## config.mk

```make
export PLATFORM = sky130hd
export DESIGN_NAME = ir_decode_stage_flat
export DESIGN_NICKNAME = d
export VERILOG_FILES = /design/src/rtl/ir_decode_stage_if.sv /design/src/rtl/ir_decode_stage.sv /design/src/flat_wrapper.sv
export SDC_FILE = /design/constraint.sdc
export NUM_CORES = 1
export LEC_CHECK = 0
export ABC_CLOCK_PERIOD_IN_PS = 2100
export CORE_ASPECT_RATIO = 1.5
export CORE_UTILIZATION = 37
export DETAILED_ROUTE_END_ITERATION = 8
export GPL_TIMING_DRIVEN = 0
export PLACE_DENSITY = 0.81
export SLEW_MARGIN = 15
export SYNTH_ARGS = -nofsm -noshare
export SYNTH_HDL_FRONTEND = slang
export SYNTH_SLANG_ARGS = --single-unit
```

## constraint.sdc

```tcl
create_clock -name Clk -period 2.1 [get_ports Clk]
set_clock_uncertainty 0.2 [all_clocks]
set_input_delay 0.21 -clock Clk [delete_from_list [all_inputs] [get_ports Clk]]
set_output_delay 0.21 -clock Clk [all_outputs]
set_load 0.05 [all_outputs]
```

## src/rtl/ir_decode_stage_if.sv

```systemverilog
// Handshake and decoded-field bundle between fetch, the MIPS32 decode stage and
// the operand/extension logic downstream of it.
interface ir_decode_stage_if;
    logic        in_valid;
    logic        in_ready;
    logic [31:0] in_inst;
    logic [31:0] in_pc;
    logic        flush;
    logic        out_valid;
    logic        out_ready;
    logic [31:0] out_inst;
    logic [31:0] out_pc;
    logic [5:0]  Op;
    logic [5:0]  Func;
    logic [4:0]  Rs;
    logic [4:0]  Rt;
    logic [4:0]  Rd;
    logic [15:0] Imm16;
    logic [4:0]  Shamt;
    logic        Se;
    logic        ImmSel;
    logic        ShiftSel;
    logic        Illegal;

    modport slave (
        input  in_valid, in_inst, in_pc, flush, out_ready,
        output in_ready, out_valid, out_inst, out_pc,
               Op, Func, Rs, Rt, Rd, Imm16, Shamt,
               Se, ImmSel, ShiftSel, Illegal
    );

    modport master (
        output in_valid, in_inst, in_pc, flush, out_ready,
        input  in_ready, out_valid, out_inst, out_pc,
               Op, Func, Rs, Rt, Rd, Imm16, Shamt,
               Se, ImmSel, ShiftSel, Illegal
    );
endinterface

```

## src/rtl/ir_decode_stage.sv

```systemverilog
// One-entry instruction register with MIPS32 field decode; control flags are
// decoded from the incoming word and registered alongside it.
module ir_decode_stage (
    input  logic               Clk,
    input  logic               Rst,
    ir_decode_stage_if.slave   bus
);

    typedef struct packed {
        logic se;
        logic imm_sel;
        logic shift_sel;
        logic illegal;
    } dec_flags_t;

    logic        valid_q;
    logic [31:0] inst_q;
    logic [31:0] pc_q;
    dec_flags_t  flags_q;
    dec_flags_t  flags_d;
    logic        transfer;

    logic [5:0] in_op;
    logic [5:0] in_func;

    assign in_op   = bus.in_inst[31:26];
    assign in_func = bus.in_inst[5:0];

    // NOTE: every output of a combinational block gets a default first so no
    // path leaves it unassigned and a latch is inferred.
    always_comb begin
        flags_d = '0;
        unique case (in_op)
            6'b000000: begin
                flags_d.shift_sel = in_func inside {6'b000000, 6'b000010, 6'b000011};
                flags_d.illegal   = !(in_func inside {
                    6'b000000, 6'b000010, 6'b000011, 6'b001000,
                    6'b100000, 6'b100001, 6'b100010, 6'b100011,
                    6'b100100, 6'b100101, 6'b100110, 6'b100111,
                    6'b101010, 6'b101011});
            end
            6'b000010, 6'b000011: ;
            6'b001000, 6'b001001, 6'b001010, 6'b001011,
            6'b100011, 6'b101011: begin
                flags_d.se      = 1'b1;
                flags_d.imm_sel = 1'b1;
            end
            6'b000100, 6'b000101: flags_d.se = 1'b1;
            6'b001100, 6'b001101, 6'b001110, 6'b001111: flags_d.imm_sel = 1'b1;
            default: flags_d.illegal = 1'b1;
        endcase
    end

    assign bus.in_ready = !valid_q || bus.out_ready || bus.flush;
    assign transfer     = bus.in_valid && bus.in_ready;

    // NOTE: sequential state uses non-blocking assignments so every flop
    // samples pre-edge values regardless of statement order.
    always_ff @(posedge Clk) begin
        if (Rst) begin
            valid_q <= 1'b0;
            inst_q  <= '0;
            pc_q    <= '0;
            flags_q <= '0;
        end else if (bus.flush) begin
            valid_q <= 1'b0;
        end else if (transfer) begin
            valid_q <= 1'b1;
            inst_q  <= bus.in_inst;
            pc_q    <= bus.in_pc;
            flags_q <= flags_d;
        end else if (valid_q && bus.out_ready) begin
            valid_q <= 1'b0;
        end
    end

    // Field outputs are slices of the instruction flop, so they are registered too.
    assign bus.out_valid = valid_q;
    assign bus.out_inst  = inst_q;
    assign bus.out_pc    = pc_q;
    assign bus.Op        = inst_q[31:26];
    assign bus.Rs        = inst_q[25:21];
    assign bus.Rt        = inst_q[20:16];
    assign bus.Rd        = inst_q[15:11];
    assign bus.Shamt     = inst_q[10:6];
    assign bus.Func      = inst_q[5:0];
    assign bus.Imm16     = inst_q[15:0];
    assign bus.Se        = flags_q.se;
    assign bus.ImmSel    = flags_q.imm_sel;
    assign bus.ShiftSel  = flags_q.shift_sel;
    assign bus.Illegal   = flags_q.illegal;

endmodule

```

## src/flat_wrapper.sv

```systemverilog
// flat-port wrapper written by rule: the top's interface ports become plain ports
module ir_decode_stage_flat 
  (Clk, Rst, bus_in_valid, bus_in_inst, bus_in_pc, bus_flush, bus_out_ready, bus_in_ready, bus_out_valid, bus_out_inst, bus_out_pc, bus_Op, bus_Func, bus_Rs, bus_Rt, bus_Rd, bus_Imm16, bus_Shamt, bus_Se, bus_ImmSel, bus_ShiftSel, bus_Illegal);
  ir_decode_stage_if bus_i ();
  input  logic Clk;
  input  logic Rst;
  input wire logic [$bits(bus_i.in_valid)-1:0] bus_in_valid;
  input wire logic [$bits(bus_i.in_inst)-1:0] bus_in_inst;
  input wire logic [$bits(bus_i.in_pc)-1:0] bus_in_pc;
  input wire logic [$bits(bus_i.flush)-1:0] bus_flush;
  input wire logic [$bits(bus_i.out_ready)-1:0] bus_out_ready;
  output wire logic [$bits(bus_i.in_ready)-1:0] bus_in_ready;
  output wire logic [$bits(bus_i.out_valid)-1:0] bus_out_valid;
  output wire logic [$bits(bus_i.out_inst)-1:0] bus_out_inst;
  output wire logic [$bits(bus_i.out_pc)-1:0] bus_out_pc;
  output wire logic [$bits(bus_i.Op)-1:0] bus_Op;
  output wire logic [$bits(bus_i.Func)-1:0] bus_Func;
  output wire logic [$bits(bus_i.Rs)-1:0] bus_Rs;
  output wire logic [$bits(bus_i.Rt)-1:0] bus_Rt;
  output wire logic [$bits(bus_i.Rd)-1:0] bus_Rd;
  output wire logic [$bits(bus_i.Imm16)-1:0] bus_Imm16;
  output wire logic [$bits(bus_i.Shamt)-1:0] bus_Shamt;
  output wire logic [$bits(bus_i.Se)-1:0] bus_Se;
  output wire logic [$bits(bus_i.ImmSel)-1:0] bus_ImmSel;
  output wire logic [$bits(bus_i.ShiftSel)-1:0] bus_ShiftSel;
  output wire logic [$bits(bus_i.Illegal)-1:0] bus_Illegal;
  assign bus_i.in_valid = bus_in_valid;
  assign bus_i.in_inst = bus_in_inst;
  assign bus_i.in_pc = bus_in_pc;
  assign bus_i.flush = bus_flush;
  assign bus_i.out_ready = bus_out_ready;
  assign bus_in_ready = bus_i.in_ready;
  assign bus_out_valid = bus_i.out_valid;
  assign bus_out_inst = bus_i.out_inst;
  assign bus_out_pc = bus_i.out_pc;
  assign bus_Op = bus_i.Op;
  assign bus_Func = bus_i.Func;
  assign bus_Rs = bus_i.Rs;
  assign bus_Rt = bus_i.Rt;
  assign bus_Rd = bus_i.Rd;
  assign bus_Imm16 = bus_i.Imm16;
  assign bus_Shamt = bus_i.Shamt;
  assign bus_Se = bus_i.Se;
  assign bus_ImmSel = bus_i.ImmSel;
  assign bus_ShiftSel = bus_i.ShiftSel;
  assign bus_Illegal = bus_i.Illegal;
  ir_decode_stage u_core (.Clk(Clk), .Rst(Rst), .bus(bus_i));
endmodule
```

==> out/metrics.yaml <==
grt_usage_pct: 21.3
cap_violations: 0
hold_slack_ps: 17.1
setup_viol: 0
clk_latency_ps: 320
cts_buffer_depth: 2
numPortBuffers: 185
place_area_sq_um: 4910
synth_top_family_by_area: "simple AND/OR/NAND/NOR gates"
ys_types: 30
cts_tree: "done"
n_antenna_cell: 0
drc: 0
cts_hold_buf: 0
yosys_warnings: 0
die_h_um: 111
yosys.area_share.simple_pct: 21.8
synth_compound_area_share_pct: 13.4
synth_edf_count: 0
final_antenna_net_count: 0
die_w_um: 74.7
max_slew_margin_pct: 63.2
grt_setup_unrepaired: "no"
worstPathMaxFanout: 4
hold_class: "input pin to flip-flop"
final_nets: 637
wl_mm: 8.75
hpwl_mm: 6.90
syn_area_sq_um: 2930
synth_xor_area_share_pct: 0
htreeDepth: 3
fmax_mhz: 490
cts.sinks: 69
drv_slew: 0
cts_buffers: 9
async_reset_ff_share_pct: 0
clk_pin_slew_ps: 50
outcome: "finished, final reports clean"
yosys-mux-area-fraction_pct: 0.384
wl_per_cell_um: 13.1
grt_max_degree: 11
worst_slew_pin_slew_ps: 551
synth_area_per_cell_sq_um: 7.89
fp.dieArea_sq_um: 8300
grt_antenna_before_repair: 0
yosysSeqAreaShare_pct: 47.1
grt_pass1_wl_mm: 13.5
hold_viol: 0
crit_chain: "buf_4 -> clkdlybuf4s50_1"
ir_worst_vdd_v: 0.000501
synthAdderAreaFrac_pct: 0
worstPathArrival_ps: 1630
tns_ps: 0
area_growth_pct: 75.7
synth_nets: 441
cts_root_buf: "clkbuf_16"
synth_flop_cell: "dfxtp_1"
fillCellCount: 676
finalInstanceArea_sq_um: 5150
final_common_cell: "clkdlybuf4s50_1"
cp.required_ps: 1690
cts_setup_buffers: 0
viasPerCell: 4.53
start_util_pct: 38.3
rows: 39
fin_crit_ps: 2040
drt_iter0_markers: 131
core_sq_um: 7660
fin_crit_sh_pct: 97.2
globalplace.congestion: 0.746
vias: 3033
path_class: "flip-flop to output port"
crit_slowest_cell: "clkdlybuf4s50_1"
path_buf_inv: 2
drt-pass1-iter-count: 4
slowest_delay_ps: 780
final_cell_mix: "clkdlybuf4s50_1 (184), nand2_1 (133), a21oi_1 (69), dfxtp_1 (69), buf_4 (53)"
grt_pass1_vias: 2915
p_leak_nw: 1.98
netlist_instances: 372
boundaryPins: 187
grt-ovfl-total: 0
critPathCaptureType: "output port"
drive_above_1_share_pct: 13.7
start_kind: "flip-flop"
power_density_nw_per_um2: 709
timing.critical_path.max_delay_family: "buffers and inverters"
synth_seq_cells: 69
## stage by stage
stage	power [mW]	util (%)	setup WS, ps	cells
after CTS	3.68	67.3	34.7	670
after global routing	3.79	67.3	2.38	670
after detailed placement	2.40	64.1	-2.96	659
after global placement	2.38	64.1	28.6	659
final	3.65	67.3	59.3	670
after floorplan	2.01	-	251	372
## worst register-to-register path, cell delays in order, from the launching register on
cell and delay (ps):
dfxtp_1 300, nor2b_2 180, nor2_1 250, buf_1 410
nand2_1 130, a21oi_1 130
## power breakdown
group	switching [mW]	internal, mW	leakage, nW
registers	0.0432	1.37	0.564
logic	0.561	0.391	1.30
clock network	0.488	0.796	0.119
## registers in the layout, summed over array words and instances, names as in the netlist
signal	count
u_core.bus.out_pc	32
u_core.bus.Illegal	1
u_core.bus.out_valid	1
u_core.bus.ShiftSel	1
u_core.bus.ImmSel	1
u_core.bus.Se	1
u_core.bus.out_inst	32
## cell type report
type                       instances  area (sq um)  share of cell area [%]
tap                              102           128                    2.48
timing repair buffer             185          1850                    35.9
clock buffer                      11           243                    4.71
buffer                            71           505                    9.81
multi-input combinational        231          1040                    20.2
sequential                        69          1380                    26.8
inverter                           1          3.75                  0.0728
## worst paths after layout
path / start / slack, ps / end / cells after the start
worst max-delay path: u_core.bus.out_inst[10] / 60 / bus_Shamt[4] / 2
worst min-delay path: Rst / 20 / u_core.bus.Illegal / 3
worst max register to register: u_core.bus.out_valid / 420 / u_core.bus.out_pc[2] / 5
worst min register to register: u_core.bus.out_pc[26] / 250 / u_core.bus.out_pc[26] / 2
## kinds of logic after synthesis
group | after synthesis
buf+inv | 72
mux | 1
flops | 69
simple gates | 155
compound gates | 75
## what timing repair did
item | CTS | global route
hold endpoints to repair | 0 | 0
gates resized for setup | 1 | 0
setup endpoints to repair | 1 | 0
## routing by layer
layer	vias up	global-route usage [%]	routed length (um)
met2	131	39.2	4710
li1	1542	-	-
met1	1351	21.3	3190
met4	0	7.30	116
met3	9	6.91	729
met5	-	0	0
## cells in the mapped netlist, types with 2 or more instances
cell	n	area [sq um]
buf_1	2	7.51
a21oi_1	69	345
dfxtp_1	69	1380
nand2_1	133	499
nor3_1	2	10.0
buf_6	3	33.8
nor2_1	7	26.3
clkbuf_1	7	26.3
nand2b_1	2	12.5
buf_4	53	398
a211oi_1	2	15.0
buf_2	5	25.0
Note: power is estimated with default switching activity, not from simulation.
